[config.mk]
export PLATFORM = sky130hd
export DESIGN_NAME = uart_load_sequencer_flat
export DESIGN_NICKNAME = d
export VERILOG_FILES = /design/src/rtl/uart_load_sequencer_if.sv /design/src/rtl/uart_load_sequencer.sv /design/src/flat_wrapper.sv
export SDC_FILE = /design/constraint.sdc
export NUM_CORES = 1
export LEC_CHECK = 0
export ABC_AREA = 1
export CELL_PAD_IN_SITES_DETAIL_PLACEMENT = 0
export CELL_PAD_IN_SITES_GLOBAL_PLACEMENT = 1
export CORE_AREA = 5 5 117 119
export DETAILED_ROUTE_END_ITERATION = 7
export DIE_AREA = 0 0 122 124
export PLACE_DENSITY_LB_ADDON = 0.1
export SLEW_MARGIN = 20
export SYNTH_ARGS = -nofsm -noshare
export SYNTH_HDL_FRONTEND = slang
export SYNTH_SLANG_ARGS = --single-unit
[constraint.sdc]
create_clock -name clk -period 1.9 [get_ports clk]
set_input_delay 0.38 -clock clk [delete_from_list [all_inputs] [get_ports clk]]
set_output_delay 0.38 -clock clk [all_outputs]
set_load 0.1 [all_outputs]
[src/rtl/uart_load_sequencer_if.sv]
// Handshake bundle between the UART byte streams, the CPU load port and the sequencer.
`timescale 1ns/1ps
interface uart_load_sequencer_if;
  logic        rx_valid;
  logic [7:0]  rx_byte;
  logic        tx_ready;
  logic        tx_valid;
  logic [7:0]  tx_byte;
  logic        cpu_done;
  logic [15:0] cpu_data;
  logic        cpu_reset;
  logic        uart_en;
  logic [15:0] uart_data;
  logic [1:0]  uart_sel;
  logic        busy;
  logic        err_overrun;

  modport master (
    input  rx_valid, rx_byte, tx_ready, cpu_done, cpu_data,
    output tx_valid, tx_byte, cpu_reset, uart_en, uart_data, uart_sel, busy, err_overrun
  );

  modport slave (
    output rx_valid, rx_byte, tx_ready, cpu_done, cpu_data,
    input  tx_valid, tx_byte, cpu_reset, uart_en, uart_data, uart_sel, busy, err_overrun
  );
endinterface

[src/rtl/uart_load_sequencer.sv]
// Byte command sequencer: loads CPU memories/registers from UART, runs the CPU and reports the result.
`timescale 1ns/1ps
module uart_load_sequencer #(
  parameter int unsigned TIMEOUT  = 1000000,
  parameter int unsigned CNT_W    = 20,
  parameter logic [7:0]  ACK_BYTE = 8'h4B
) (
  input  logic clk,
  input  logic reset,
  uart_load_sequencer_if.master bus
);

  typedef enum logic [3:0] {
    IDLE, GET_LEN, GET_HI, GET_LO, WRITE, ACK, RUN, TX_STAT, TX_HI, TX_LO
  } state_e;

  state_e           state_q;
  logic [8:0]       cnt_q;
  logic [CNT_W-1:0] run_cnt_q;
  logic [15:0]      result_q;
  logic             tx_valid_q;
  logic [7:0]       tx_byte_q;
  logic             cpu_reset_q;
  logic             uart_en_q;
  logic [15:0]      uart_data_q;
  logic [1:0]       uart_sel_q;
  logic             busy_q;
  logic             err_overrun_q;
  logic             accepting;

  assign accepting = (state_q == IDLE) || (state_q == GET_LEN) ||
                     (state_q == GET_HI) || (state_q == GET_LO);

  always_ff @(posedge clk or negedge reset) begin
    if (!reset) begin
      state_q       <= IDLE;
      cnt_q         <= '0;
      run_cnt_q     <= '0;
      result_q      <= '0;
      tx_valid_q    <= 1'b0;
      tx_byte_q     <= '0;
      cpu_reset_q   <= 1'b1;
      uart_en_q     <= 1'b0;
      uart_data_q   <= '0;
      uart_sel_q    <= '0;
      busy_q        <= 1'b0;
      err_overrun_q <= 1'b0;
    end else begin
      uart_en_q <= 1'b0;
      if (bus.rx_valid && !accepting) err_overrun_q <= 1'b1;

      case (state_q)
        IDLE: begin
          // Commands with any of bits[7:2] set are silently ignored.
          if (bus.rx_valid && (bus.rx_byte[7:2] == '0)) begin
            busy_q <= 1'b1;
            if (bus.rx_byte[1:0] == 2'd3) begin
              run_cnt_q   <= '0;
              cpu_reset_q <= 1'b0;
              state_q     <= RUN;
            end else begin
              uart_sel_q <= bus.rx_byte[1:0];
              state_q    <= GET_LEN;
            end
          end
        end
        GET_LEN: if (bus.rx_valid) begin
          cnt_q   <= (bus.rx_byte == '0) ? 9'd256 : {1'b0, bus.rx_byte};
          state_q <= GET_HI;
        end
        GET_HI: if (bus.rx_valid) begin
          uart_data_q[15:8] <= bus.rx_byte;
          state_q           <= GET_LO;
        end
        GET_LO: if (bus.rx_valid) begin
          uart_data_q[7:0] <= bus.rx_byte;
          uart_en_q        <= 1'b1;
          state_q          <= WRITE;
        end
        WRITE: begin
          cnt_q <= cnt_q - 9'd1;
          if (cnt_q == 9'd1) begin
            tx_valid_q <= 1'b1;
            tx_byte_q  <= ACK_BYTE;
            state_q    <= ACK;
          end else begin
            state_q <= GET_HI;
          end
        end
        ACK: if (bus.tx_ready) begin
          tx_valid_q <= 1'b0;
          busy_q     <= 1'b0;
          state_q    <= IDLE;
        end
        RUN: begin
          run_cnt_q <= run_cnt_q + CNT_W'(1);
          // Done takes priority over a coincident timeout.
          if (bus.cpu_done || (run_cnt_q == CNT_W'(TIMEOUT - 1))) begin
            result_q    <= bus.cpu_data;
            tx_valid_q  <= 1'b1;
            tx_byte_q   <= bus.cpu_done ? 8'h00 : 8'hFF;
            cpu_reset_q <= 1'b1;
            state_q     <= TX_STAT;
          end
        end
        TX_STAT: if (bus.tx_ready) begin
          tx_byte_q <= result_q[15:8];
          state_q   <= TX_HI;
        end
        TX_HI: if (bus.tx_ready) begin
          tx_byte_q <= result_q[7:0];
          state_q   <= TX_LO;
        end
        TX_LO: if (bus.tx_ready) begin
          tx_valid_q <= 1'b0;
          busy_q     <= 1'b0;
          state_q    <= IDLE;
        end
        default: state_q <= IDLE;
      endcase
    end
  end

  assign bus.tx_valid    = tx_valid_q;
  assign bus.tx_byte     = tx_byte_q;
  assign bus.cpu_reset   = cpu_reset_q;
  assign bus.uart_en     = uart_en_q;
  assign bus.uart_data   = uart_data_q;
  assign bus.uart_sel    = uart_sel_q;
  assign bus.busy        = busy_q;
  assign bus.err_overrun = err_overrun_q;

endmodule

[src/flat_wrapper.sv]
// flat-port wrapper written by rule: the top's interface ports become plain ports
module uart_load_sequencer_flat 
#(
  parameter int unsigned TIMEOUT  = 1000000,
  parameter int unsigned CNT_W    = 20,
  parameter logic [7:0]  ACK_BYTE = 8'h4B
)
  (clk, reset, bus_rx_valid, bus_rx_byte, bus_tx_ready, bus_cpu_done, bus_cpu_data, bus_tx_valid, bus_tx_byte, bus_cpu_reset, bus_uart_en, bus_uart_data, bus_uart_sel, bus_busy, bus_err_overrun);
  uart_load_sequencer_if bus_i ();
  input  logic clk;
  input  logic reset;
  input wire logic [$bits(bus_i.rx_valid)-1:0] bus_rx_valid;
  input wire logic [$bits(bus_i.rx_byte)-1:0] bus_rx_byte;
  input wire logic [$bits(bus_i.tx_ready)-1:0] bus_tx_ready;
  input wire logic [$bits(bus_i.cpu_done)-1:0] bus_cpu_done;
  input wire logic [$bits(bus_i.cpu_data)-1:0] bus_cpu_data;
  output wire logic [$bits(bus_i.tx_valid)-1:0] bus_tx_valid;
  output wire logic [$bits(bus_i.tx_byte)-1:0] bus_tx_byte;
  output wire logic [$bits(bus_i.cpu_reset)-1:0] bus_cpu_reset;
  output wire logic [$bits(bus_i.uart_en)-1:0] bus_uart_en;
  output wire logic [$bits(bus_i.uart_data)-1:0] bus_uart_data;
  output wire logic [$bits(bus_i.uart_sel)-1:0] bus_uart_sel;
  output wire logic [$bits(bus_i.busy)-1:0] bus_busy;
  output wire logic [$bits(bus_i.err_overrun)-1:0] bus_err_overrun;
  assign bus_i.rx_valid = bus_rx_valid;
  assign bus_i.rx_byte = bus_rx_byte;
  assign bus_i.tx_ready = bus_tx_ready;
  assign bus_i.cpu_done = bus_cpu_done;
  assign bus_i.cpu_data = bus_cpu_data;
  assign bus_tx_valid = bus_i.tx_valid;
  assign bus_tx_byte = bus_i.tx_byte;
  assign bus_cpu_reset = bus_i.cpu_reset;
  assign bus_uart_en = bus_i.uart_en;
  assign bus_uart_data = bus_i.uart_data;
  assign bus_uart_sel = bus_i.uart_sel;
  assign bus_busy = bus_i.busy;
  assign bus_err_overrun = bus_i.err_overrun;
  uart_load_sequencer #(.TIMEOUT(TIMEOUT), .CNT_W(CNT_W), .ACK_BYTE(ACK_BYTE)) u_core (.clk(clk), .reset(reset), .bus(bus_i));
endmodule
==> out/metrics.cfg, run 1 <==
[die]
core-area_sq_mm = 0.0125
die_h_microns = 124
rows = 41
num_io_pins = 60
die_w_microns = 122
initial_core_util_pct = 34.3
dieArea_sq_mm = 0.0151

[critical_path]
path_buf_inv = 1
endpoint_kind = flop
cp_common_cell = nand2_1
cp_top_family = simple AND/OR/NAND/NOR gates
path_max_fanout = 9
crit_required_ps = 2130
reg2reg_to = u_core.bus.tx_byte[2]$_DFFE_PN0P_
reg2reg_depth = 9
arrival_ps = 1990
worstSetupStartpointType = flop
reg2reg_slack_ps = 150
regToRegStartpoint = u_core.run_cnt_q[1]$_DFFE_PN0P_
crit_path_top_delay_cell = dfrtp_1
worstPathCellList = ha_1 -> nand3_1 -> nor2_1 -> nand3_2 -> nand2_2 -> buf_12 -> nand2_4 -> nand2_1 -> nand2_1
critPathMaxStageDelay_ps = 360
critPathKind = flop to flop

[sta]
final-hold-violation-count = 0
max_freq_ghz = 0.571
maxSlewViolCount = 0
tightest_slew_ps = 511
whs_ps = 4.99
timing.final.crit_share_pct = 92.2
rsz0062_at_grt = false
setup_viol = 0
setup_tns_ps = 0
slew_headroom_pct = 65.9
min_period_ps = 1750
finalClockSkew_ps = 4.66

[clock_network]
ctsLongestPathBuffers = 2
ctsRootBufferMaster = clkbuf_16
htreeDepth = 3
clock-sinks = 80
clkTransAtPathRegs_ps = 60
clock_latency_ps = 340
ctsHoldBuffers = 0
cts_made_buffers = 9
cts_tree = done

[logic_synthesis]
seq_area_frac_synth_pct = 46.8
synth_edf_count = 0
synthFlopType = dfrtp_1
ys_types = 33
synth_nets = 597
yosys_warnings = 0
synth_top_area_share_pct = 46.2
syn_inst = 565
synthArstFlopShare_pct = 100
synth_area_leader_cell = dfrtp_1
ys_ff_latch = 80
synth_area_sq_mm = 0.00428
synth.area.top_cells = dfrtp_1 46%, nand2_1 16%, nand3_1 8.4%, inv_1 5.3%, o21ai_0 3.4%
postSynthAreaPerCell_sq_um = 7.58

[global_routing]
grt_usage_pct = 16.5
grt_max_degree = 37
grtUsageMet3_pct = 3.00
use_met2_pct = 25.8
antenna_found_initial = 0
grtUsageMet1_pct = 22.4
gr-total-overflow = 0
grt_pass1_vias = 3870
grt.busiest_layer = met2
grt_pass1_wl_mm = 19.4

[route]
num_vias = 3916
antenna_left = 0
drcViolationCount = 0
first_pass_iters = 5
drt-initial-drc-count = 215
wirelength_mm = 11.5
wl_per_cell_microns = 13.8
viasPerCell = 4.71

[cells_and_area]
antenna_cells = 0
utilization_pct = 46.3
nets = 687
drive_gt1_share_pct = 17.0
fin_cells = 832
area_delta_synth_final_pct = 34.8

[placement]
place_congestion = 0.861
post-dp-hpwl_mm = 8.78
place_inst = 815
port_buffers = 59

[pwr]
powerDensity_mw_per_mm2 = 1830
p_sw_mw = 5.15
p_clk_share_pct = 17.8
p_seq_share_pct = 29.6
p_sw_share_pct = 48.9
power_mw = 10.5
max-vdd-ir-drop_v = 0.000640
power.leakage_nw = 2.83
p_int_mw = 5.39
combinationalPowerShare_pct = 52.6

[job]
max-cap-violations = 0

[hold_path]
hp-class = primary input to asynchronous set/reset pin

[run_status]
status = finished, final reports clean

what timing repair did:
| item | in CTS | in global routing |
|---|---|---|
| buffers inserted | 0 | 0 |
| resized for setup | 0 | 4 |
| setup endpoints to repair | 0 | 9 |
cell type report:
cell class,count,area [sq um]
fillers,1233,6690
flip-flops and latches,80,2000
multi-input cells,408,1990
repair buffers,88,991
inverters,68,255
clock buffers,10,239
well taps,172,215
clock inverters,6,82.6
sequential cells by signal, indices dropped and copies added, names as in the netlist:
| name | flops |
|---|---|
| u_core.bus.cpu_reset | 1 |
| u_core.result_q | 16 |
| u_core.bus.uart_data | 16 |
| u_core.bus.uart_en | 1 |
| u_core.bus.uart_sel | 2 |
| u_core.bus.tx_valid | 1 |
| u_core.bus.err_overrun | 1 |
| u_core.bus.tx_byte | 8 |
| u_core.run_cnt_q | 20 |
| u_core.bus.busy | 1 |
| u_core.cnt_q | 9 |
| u_core.state_q | 4 |
through the flow:
step	setup slack [ps]	cell area, sq um
global route	3.39	5770
floorplan	336	4280
detailed placement	-96.4	5430
CTS	141	5750
global placement	-76.6	5430
finish	148	5770
logic make-up after synthesis:
group,synth area share (%)
xor+xnor,1.43
buf+inv,7.39
flops,46.8
simple gates,34.8
compound gates,8.74
fa+ha+maj,0.877
power by group through the flow:
stage               Combinational (mW)  Clock [mW]  Sequential (mW)
floorplan                         1.89           0             4.91
CTS                               5.55        1.96             3.11
finish                            5.55        1.88             3.12
global placement                  5.50           0             3.13
global route                      6.03        2.01             3.22
detailed placement                5.53           0             3.13
synth_stat cells (all sizes together) (6+ instances only):
cell / instances
o21ai: 42
o21bai: 7
nand3: 73
buf: 7
dfrtp: 79
nor3: 9
nand4: 10
a21oi: 10
xor2: 6
inv: 68
nand2: 191
nor2: 43
how the worst max path moves through the flow:
stage / startpoint / endpoint / slack (ps) / cells past startpoint
floorplan: u_core.run_cnt_q[1]$_DFFE_PN0P_ / u_core.result_q[1]$_DFFE_PN0P_ / 340 / 9
detailed placement: bus_rx_byte[7] / u_core.run_cnt_q[6]$_DFFE_PN0P_ / -100 / 9
CTS: u_core.run_cnt_q[1]$_DFFE_PN0P_ / u_core.bus.tx_byte[2]$_DFFE_PN0P_ / 140 / 9
finish: u_core.run_cnt_q[1]$_DFFE_PN0P_ / u_core.bus.tx_byte[2]$_DFFE_PN0P_ / 150 / 9
global placement: bus_rx_byte[7] / u_core.run_cnt_q[6]$_DFFE_PN0P_ / -80 / 9
global route: u_core.state_q[3]$_DFFE_PN0P_ / u_core.run_cnt_q[6]$_DFFE_PN0P_ / 3 / 10
metal layers:
metal  wire, microns  vias to the layer above
met4             241                        0
met5               0                        -
met3             397                       16
li1                -                     2010
met1            5630                     1816
met2            5230                       74
placed cells by master (no fill, tap or decap), types with 3 or more instances in the layout:
cell and n:
clkbuf_16 9, o21ai_0 29, a31oi_1 3, inv_2 9, clkinv_2 3, nor3_1 8
nand4_1 10, nand2_4 4, o21ai_1 12, clkdlybuf4s50_1 27, dfrtp_1 79, buf_4 40
o211ai_1 3, ha_1 3, nand3_1 72, nand2_1 179, buf_12 21, nor2_4 7
nand2_2 8, nor2_1 34, a21oi_1 10, o21bai_1 7, inv_1 59, xor2_1 6
No activity file was read; power rests on OpenSTA's default activity.
==> run 2: changes to the inputs <==
TNS_END_PERCENT = 5   (was default)
==> results of run 2 <==
The final DEF is identical to that of run 1; final timing and power are the same.
==> run 3: changes to the inputs <==
SETUP_SLACK_MARGIN = 0.2   (was default)
==> out/metrics.cfg, run 3 (synthesis gave the netlist of run 1 again) <==
[route]
antenna_left = 0  ; unchanged
viasPerCell = 4.71  ; +0.15%
first_pass_iters = 4  ; -1
wl_per_cell_microns = 13.9  ; +0.43%
num_vias = 3936  ; +0.51%
drcViolationCount = 0  ; unchanged
wirelength_mm = 11.6  ; +0.79%
drt-initial-drc-count = 208  ; -3.3%

[pwr]
power_mw = 10.7  ; +1.3%
power.leakage_nw = 2.86  ; +1.0%
max-vdd-ir-drop_v = 0.000640  ; about the same
powerDensity_mw_per_mm2 = 1820  ; -0.47%

[sta]
setup_viol = 0  ; unchanged
rsz0062_at_grt = true
final-hold-violation-count = 0  ; unchanged
setup_tns_ps = 0  ; unchanged
slew_headroom_pct = 65.9  ; about the same
timing.final.crit_share_pct = 84.9  ; -7.3 points
min_period_ps = 1610  ; -139 ps
finalClockSkew_ps = 6.19  ; +1.53 ps
max_freq_ghz = 0.620  ; +8.6%
maxSlewViolCount = 0  ; unchanged
tightest_slew_ps = 511  ; -0.342 ps

[critical_path]
endpoint_kind = flop
critPathKind = flop to flop
crit_start = u_core.run_cnt_q[1]$_DFFE_PN0P_
crit_required_ps = 2130  ; about the same
regToRegStartpoint = u_core.run_cnt_q[1]$_DFFE_PN0P_
arrival_ps = 1850  ; -140 ps
worstSetupStartpointType = flop
path_max_fanout = 9  ; unchanged

[hold_path]
hp-class = primary input to asynchronous set/reset pin

[clock_network]
cts_made_buffers = 9  ; unchanged
ctsLongestPathBuffers = 2  ; unchanged
clock_latency_ps = 340  ; about the same
clock-sinks = 80  ; unchanged
clkTransAtPathRegs_ps = 60  ; about the same
cts_tree = done
htreeDepth = 3  ; unchanged
ctsRootBufferMaster = clkbuf_16

[global_routing]
grt_pass1_wl_mm = 19.4  ; about the same
gr-total-overflow = 0  ; unchanged
grt_max_degree = 37  ; unchanged
grt_usage_pct = 16.5  ; about the same
grt_pass1_vias = 3873  ; +0.078%
antenna_found_initial = 0  ; unchanged

[cells_and_area]
multi_input_area_sq_mm = 0.00203  ; +2.0%
ff_latch_area_sq_mm = 0.00201  ; +0.19%
nets = 690  ; +0.44%
fin_area_sq_mm = 0.00587  ; +1.7%
drive_gt1_share_pct = 19.2  ; +2.2 points
n_fill_cell = 1222  ; -0.89%
antenna_cells = 0  ; unchanged
layout_common_cells = 177 x nand2_1, 76 x dfrtp_1, 70 x nand3_1, 59 x inv_1, 40 x buf_4
area_delta_synth_final_pct = 37.2
max_flop_register = u_core.run_cnt_q
final_common_cell = nand2_1
largest_reg_flops = 20  ; unchanged

[job]
max-cap-violations = 0  ; unchanged

[die]
die_h_microns = 124  ; unchanged
core-area_sq_mm = 0.0125  ; unchanged
dieArea_sq_mm = 0.0151  ; unchanged
die_w_microns = 122  ; unchanged
num_io_pins = 60  ; unchanged
rows = 41  ; unchanged
initial_core_util_pct = 34.3  ; unchanged

[placement]
place_area_sq_mm = 0.00543  ; unchanged
place_congestion = 0.861  ; unchanged
port_buffers = 59  ; unchanged
post-dp-hpwl_mm = 8.78  ; unchanged

[run_status]
status = finished, final reports clean

-- run 3: cell count changes in the layout (fill, tap and decap cells not counted), sizes merged --
cell	change
buf	+4
nor2	-1
-- run 3: power by group --
part	internal (mW)	leakage (nW)	switching, mW
combinational	1.84	1.68	3.81
clock	1.18	0.158	0.707
sequential	2.45	1.02	0.694
total	5.47	2.86	5.21
-- run 3: area by class of cell --
type	instances	share of cell area (%)
inverters	68	4.39
clock buffers	10	4.07
repair buffers	92	17.8
flip-flops and latches	80	34.2
well taps	172	3.66
clock inverters	6	1.41
multi-input cells	407	34.5
-- run 3: worst paths after layout --
check	end	slack (ps)	cells past startpoint
setup / recovery	u_core.bus.tx_byte[2]$_DFFE_PN0P_	290	9
hold / removal	u_core.cnt_q[6]$_DFFE_PN0P_	8	1
setup reg to reg	u_core.bus.tx_byte[2]$_DFFE_PN0P_	290	9
hold reg to reg	u_core.result_q[14]$_DFFE_PN0P_	470	2
max in group asynchronous	u_core.run_cnt_q[4]$_DFFE_PN0P_	1370	2
min in group clk	u_core.result_q[14]$_DFFE_PN0P_	470	2
-- run 3: what timing repair did --
| item | 4_1_cts | 5_1_grt |
|---|---|---|
| hold endpoints to repair | 0 | 0 |
| setup buffers | 1 | 3 |
| cloned | 0 | 0 |
| hold buffers | 0 | 0 |
| pin swaps | 1 | 5 |
| resized for setup | 2 | 22 |
| endpoints found under the setup margin | 29 | 58 |
-- run 3: worst max-delay path, stage by stage, from the launching register on --
cell,delay [ps]
dfrtp_1,360
ha_1,190
nand3_2,150
nor2_2,220
nand3_4,130
nand2_4,120
buf_12,130
nand2_4,80
nand2_1,70
nand2_1,60
-- run 3: metrics by stage --
stage               setup slack (ps)  instances  hold WS (ps)  utilization [%]
finish                           287        835          8.34             47.1
global route                     162        835          41.3             47.1
CTS                              187        832          15.7             46.3
detailed placement             -96.4        815           393             43.5
global placement               -76.6        815           389             43.5
floorplan                        336        565          84.4                -
-- run 3: metal layers --
| layer | vias to the layer above | track usage [%] | wire (microns) | share of wire, % |
|---|---|---|---|---|
| li1 | 2016 | - | - | - |
| met2 | 75 | 25.8 | 5350 | 46 |
| met5 | - | 0 | 0 | 0 |
| met1 | 1831 | 22.4 | 5640 | 49 |
| met3 | 14 | 3.00 | 376 | 3.2 |
| met4 | 0 | 7.28 | 231 | 2.0 |
==> RTL edit 1 (flow settings as in run 1) <==
`CNT_W` is set to 20 in 2 places; all go to 28.
--- a/src/rtl/uart_load_sequencer.sv
+++ b/src/rtl/uart_load_sequencer.sv
@@ -2,7 +2,7 @@
 `timescale 1ns/1ps
 module uart_load_sequencer #(
   parameter int unsigned TIMEOUT  = 1000000,
-  parameter int unsigned CNT_W    = 20,
+  parameter int unsigned CNT_W    = 28,
   parameter logic [7:0]  ACK_BYTE = 8'h4B
 ) (
   input  logic clk,
--- a/src/flat_wrapper.sv
+++ b/src/flat_wrapper.sv
@@ -2,7 +2,7 @@
 module uart_load_sequencer_flat 
 #(
   parameter int unsigned TIMEOUT  = 1000000,
-  parameter int unsigned CNT_W    = 20,
+  parameter int unsigned CNT_W    = 28,
   parameter logic [7:0]  ACK_BYTE = 8'h4B
 )
   (clk, reset, bus_rx_valid, bus_rx_byte, bus_tx_ready, bus_cpu_done, bus_cpu_data, bus_tx_valid, bus_tx_byte, bus_cpu_reset, bus_uart_en, bus_uart_data, bus_uart_sel, bus_busy, bus_err_overrun);
Function: no difference found for any inputs over 10 cycles, from zero or initial values and one cycle with reset low; that may be too few to reach the edited logic, so the function may still have changed.
==> RTL edit 1 against run 1 <==
Setup slack improved by 0.032 ns; synthesized area grew 13%; routed wire length increased by 12%; count of clock-buffer cells in the layout is 2 higher; sequential cell count is 8 higher; hold slack improved by 0.47 ns; power is 2.3% higher; cell area grew 7.0%; global-route usage rose by 1.9 points; largest cell class is now multi-input gates.
==> RTL edit 1: results (changes against run 1) <==
- Slowest cell on crit path: dfrtp_1
- Fillcell total: 1289 (+4.5%)
- Peak supply drop: 692.8 uV (+8.3%)
- Slowest stage delay, CP: 0.46 ns (+0.10 ns)
- Routability congestion estimate: 0.8944 (+3.9%)
- Grt met3 use: 3.588% (+0.59 points)
- Crit path DAT: 1.97 ns (-0.02 ns)
- Met3 routed WL: 548 um (+38%)
- Yosys cell types: 34 (+3.0%)
- Vias in the first global route: 4412 (+14%)
- GRT Total Usage: 18.40% (+1.9 points)
- Hold buffer count at CTS: 1 (+1)
- Layout Nets: 774 (+13%)
- Slew margin rel.: 67.11% (+1.2 points)
- Vias: 4454 (+14%)
- Skew final: 0.007635 ns (+0.002974 ns)
- Avg WL per Cell: 14.06 um (+1.7%)
- Post-Synth XOR/XNOR Area: 1.084% (-0.35 points)
- R2R setup slack: 0.18 ns (+0.03 ns)
- R2R depth: 8 (-1)
- Routed wl met2: 6256 um (+20%)
- Hold Worst Slack: 0.4729 ns (+0.4679 ns)
- Internal power: 0.005436 W (+0.82%)
- Share of cells above drive strength 1: 14.86% (-2.1 points)
- Crit path capture: u_core.cnt_q[1]
- Register area share after synthesis: 45.43% (-1.4 points)
- Top cells by area, synth: dfrtp_1 (45%), nand2_1 (18%), nand3_1 (8.5%)
- Syn Nets: 690 (+16%)
- Synth Area in Compound Gates: 7.430% (-1.3 points)
- Met1 usage in global routing: 24.22% (+1.8 points)
- Drt pass-1 iters: 4 (-1)
- Largest net degree at the start of global routing: 32 (-14%)
- Status: completed
- Post-DP HPWL: 9947 um (+13%)
- Max reg flops: 28 (+40%)
- Met2 Track Usage GR: 31.01% (+5.2 points)
- Initial DRC count: 245 (+14%)
- DRT met1 WL: 5959 um (+5.8%)
- Global-route wire length before repair: 21850 um (+13%)
- Hold Path Class: flop to flop
- Adder-cell area share of the yosys netlist: 0.7740% (-0.10 points)
- RR Startpoint: u_core.state_q[0]
- Clock Power Share: 17.3% (-0.5 points)
- Most frequent cells after synthesis: nand2_1 (230), dfrtp_1 (87), nand3_1 (82)
- Leakage dissipation: 3.015 nW (+6.7%)
[RTL edit 1: stage by stage]
| stage | setup WS [ns] | instance area [um^2] | utilization, % | cells | total power [W] |
|---|---|---|---|---|---|
| 5_1_grt | 0.005012 | 6177 | 49.55 | 919 | 0.01154 |
| 3_3_place_gp | 0.04058 | 5858 | 46.99 | 902 | 0.008931 |
| 6_report | 0.1796 | 6177 | 49.55 | 919 | 0.01079 |
| 2_1_floorplan | 0.2174 | 4850 | - | 658 | 0.007305 |
| 4_1_cts | 0.1899 | 6177 | 49.55 | 919 | 0.01089 |
| 3_5_place_dp | 0.02145 | 5858 | 46.99 | 902 | 0.008993 |
[RTL edit 1: cell type report]
type / count / share of cell area (%)
Inverter: 70 / 4.294
Clock buffer: 12 / 4.152
Clock inverter: 4 / 0.8507
Timing Repair Buffer: 85 / 14.30
Tap cell: 172 / 3.484
Sequential cell: 88 / 35.67
Multi-Input combinational cell: 488 / 37.25
==> RTL edit 2 (settings of run 1) <==
Made on the original files. The 10 states of `state_e` get a one-hot encoding in 10 bits.
--- a/src/rtl/uart_load_sequencer.sv
+++ b/src/rtl/uart_load_sequencer.sv
@@ -10,8 +10,8 @@
   uart_load_sequencer_if.master bus
 );
 
-  typedef enum logic [3:0] {
-    IDLE, GET_LEN, GET_HI, GET_LO, WRITE, ACK, RUN, TX_STAT, TX_HI, TX_LO
+  typedef enum logic [9:0] {
+    IDLE = 10'b0000000001, GET_LEN = 10'b0000000010, GET_HI = 10'b0000000100, GET_LO = 10'b0000001000, WRITE = 10'b0000010000, ACK = 10'b0000100000, RUN = 10'b0001000000, TX_STAT = 10'b0010000000, TX_HI = 10'b0100000000, TX_LO = 10'b1000000000
   } state_e;
 
   state_e           state_q;
Check against the original RTL: no difference found for any inputs over 10 cycles, from zero or initial values and one cycle with reset low; not proved beyond that.
==> RTL edit 2 against run 1 <==
Fmax is 0.79% lower; sequential cell count increased by 6; synthesized cell count grew 8.5%; cell area grew 12%; die area unchanged; power is 22% lower; synthesized area grew 10%; sequential share of layout area down 1.3 points; first-iteration DRC count down 7.0%; routed wire length increased by 11%; count of clock-buffer cells in the layout up 2; critical path depth is 2 higher; setup slack got worse by 0.014 ns.
==> RTL edit 2: results (changes against run 1) <==
- Initial DRC count: 200 (-7.0%)
- Antenna violations before repair: 0 (unchanged)
- Leakage dissipation: 3.126 nW (+11%)
- Worst skew pair latency: 0.35 ns
- Most frequent cells after synthesis: nand2_1 (166), dfrtp_1 (84), inv_1 (73)
- R2R Path End: u_core.state_q[0]
- Status: completed
- Peak supply drop: 609.7 uV (-4.7%)
- Clock Tree Buf Depth: 2 (unchanged)
- Crit path DAT: 2.05 ns (+0.06 ns)
- Global-route wire length before repair: 21770 um (+12%)
- GRT Total Usage: 18.34% (+1.8 points)
- Max reg flops: 20 (unchanged)
- RR Startpoint: u_core.state_q[1]
- Post-synth top flop: dfrtp_1
- Routability congestion estimate: 0.8580 (-0.35%)
- CTS Buf Count: 9 (unchanged)
- Share of cells above drive strength 1: 21.68% (+4.7 points)
- Top cells by area, synth: dfrtp_1 (45%), nand2_1 (13%), nand3_1 (5.9%)
- Vias in the first global route: 4382 (+13%)
- Drt pass-1 iters: 4 (-1)
- Post-DP Area: 0.006110 mm^2 (+13%)
- Final setup fails: 0 (unchanged)
- Layout Nets: 765 (+11%)
- Register area share after synthesis: 45.65% (-1.1 points)
- Post-DP HPWL: 9900 um (+13%)
- CP max FO: 11 (+2)
- Yosys cell types: 46 (+39%)
- Via-to-Cell Ratio: 4.805 (+2.1%)
- Synth Area in Compound Gates: 10.05% (+1.3 points)
- Least-Margin Pin Slew: 0.4721 ns (-0.03926 ns)
- Mux cell area share after synthesis: 0.2386% (+0.24 points)
- Asr flop ratio synth: 100.0% (unchanged)
- Diode count: 0 (unchanged)
- Syn Nets: 645 (+8.0%)
- Routed wire length: 12780 um (+11%)
- Largest Register: u_core.run_cnt_q
- Post-Synth XOR/XNOR Area: 2.041% (+0.61 points)
- R2R depth: 11 (+2)
- Adder-cell area share of the yosys netlist: 0.7953% (-0.081 points)
- Largest net degree at the start of global routing: 50 (+35%)
- DRT antenna net count: 0 (unchanged)
- Ys Warns: 0 (unchanged)
- R2R setup slack: 0.13 ns
- Port Buffer Count: 59 (unchanged)
- H-tree depth: 3 (unchanged)
- Hold Worst Slack: 0.4389 ns (+0.4339 ns)
- Hold Path Class: input pin to async pin
- Root Driver: clkbuf_16
- CTS clk-pin slew, worst paths: 0.07 ns
- Skew final: 0.01287 ns (+0.008206 ns)
==> RTL edit 2: cell families after synthesis <==
logic type,count (synthesis)
DFF,86
adders and majority gates,3
xor gates and xnor gates,11
AOI/OAI and AO/OA,82
and+or+nand+nor,339
buffers and inverters,91
muxes,1
==> RTL edit 2: critical path, cell delays in order (launching register included) <==
cell	delay, ns
dfrtp_1	0.42
nor2_4	0.14
buf_4	0.13
nand2_2	0.09
nor3_4	0.30
nand3_2	0.16
nand2_2	0.10
inv_4	0.06
nand2_4	0.14
nand2_1	0.07
nand2_1	0.06
inv_1	0.03
==> RTL edit 2: through the flow <==
step,cells,worst slack (ns)
floorplan,613,0.1068
global placement,890,-0.1481
detailed placement,890,-0.2167
CTS,907,0.04105
global route,910,-0.01756
finish,910,0.1338
==> RTL edit 2: final cells by class <==
| type | instances | area [um^2] |
|---|---|---|
| inverter | 78 | 295.3 |
| clock buffer | 12 | 236.5 |
| clock inverter | 4 | 23.77 |
| tap | 172 | 215.2 |
| fill | 1236 | 5993 |
| multi-input combinational | 436 | 2265 |
| timing repair buffer | 122 | 1277 |
| sequential | 86 | 2160 |
==> RTL edit 2: where the power goes <==
part           switching [W]  leakage [nW]  internal, W
clock               0.000738         0.130     0.000883
sequential          0.000460          1.11      0.00232
combinational        0.00251          1.88      0.00130
total                0.00371          3.13      0.00450
==> RTL edit 2: worst max-delay path by stage <==
stage,start,to,slack (ns),depth (start not counted)
2_1_floorplan,u_core.run_cnt_q[0],u_core.run_cnt_q[12],0.11,7
3_3_place_gp,bus_rx_byte[5],u_core.state_q[8],-0.15,11
3_5_place_dp,bus_rx_byte[4],u_core.state_q[8],-0.22,11
4_1_cts,u_core.state_q[2],u_core.bus.tx_byte[4],0.04,7
5_1_grt,u_core.state_q[9],u_core.state_q[0],-0.02,13
6_report,u_core.state_q[1],u_core.state_q[0],0.13,11
==> RTL edit 2: repair_timing <==
action                     CTS  global route
setup endpoints to repair   11            38
setup buffers                0             3
gates resized for setup      1            19
hold endpoints to repair    15             0
hold buffers                 1             0
pin swaps                    0             4
==> RTL edit 2: per-layer routing <==
layer | global-route usage, % | vias up | share of wire [%]
met5 | 0 | - | 0
met4 | 6.373 | 0 | 1.5
met3 | 3.678 | 10 | 3.4
met2 | 29.11 | 67 | 47
met1 | 25.07 | 2049 | 49
li1 | - | 2247 | -
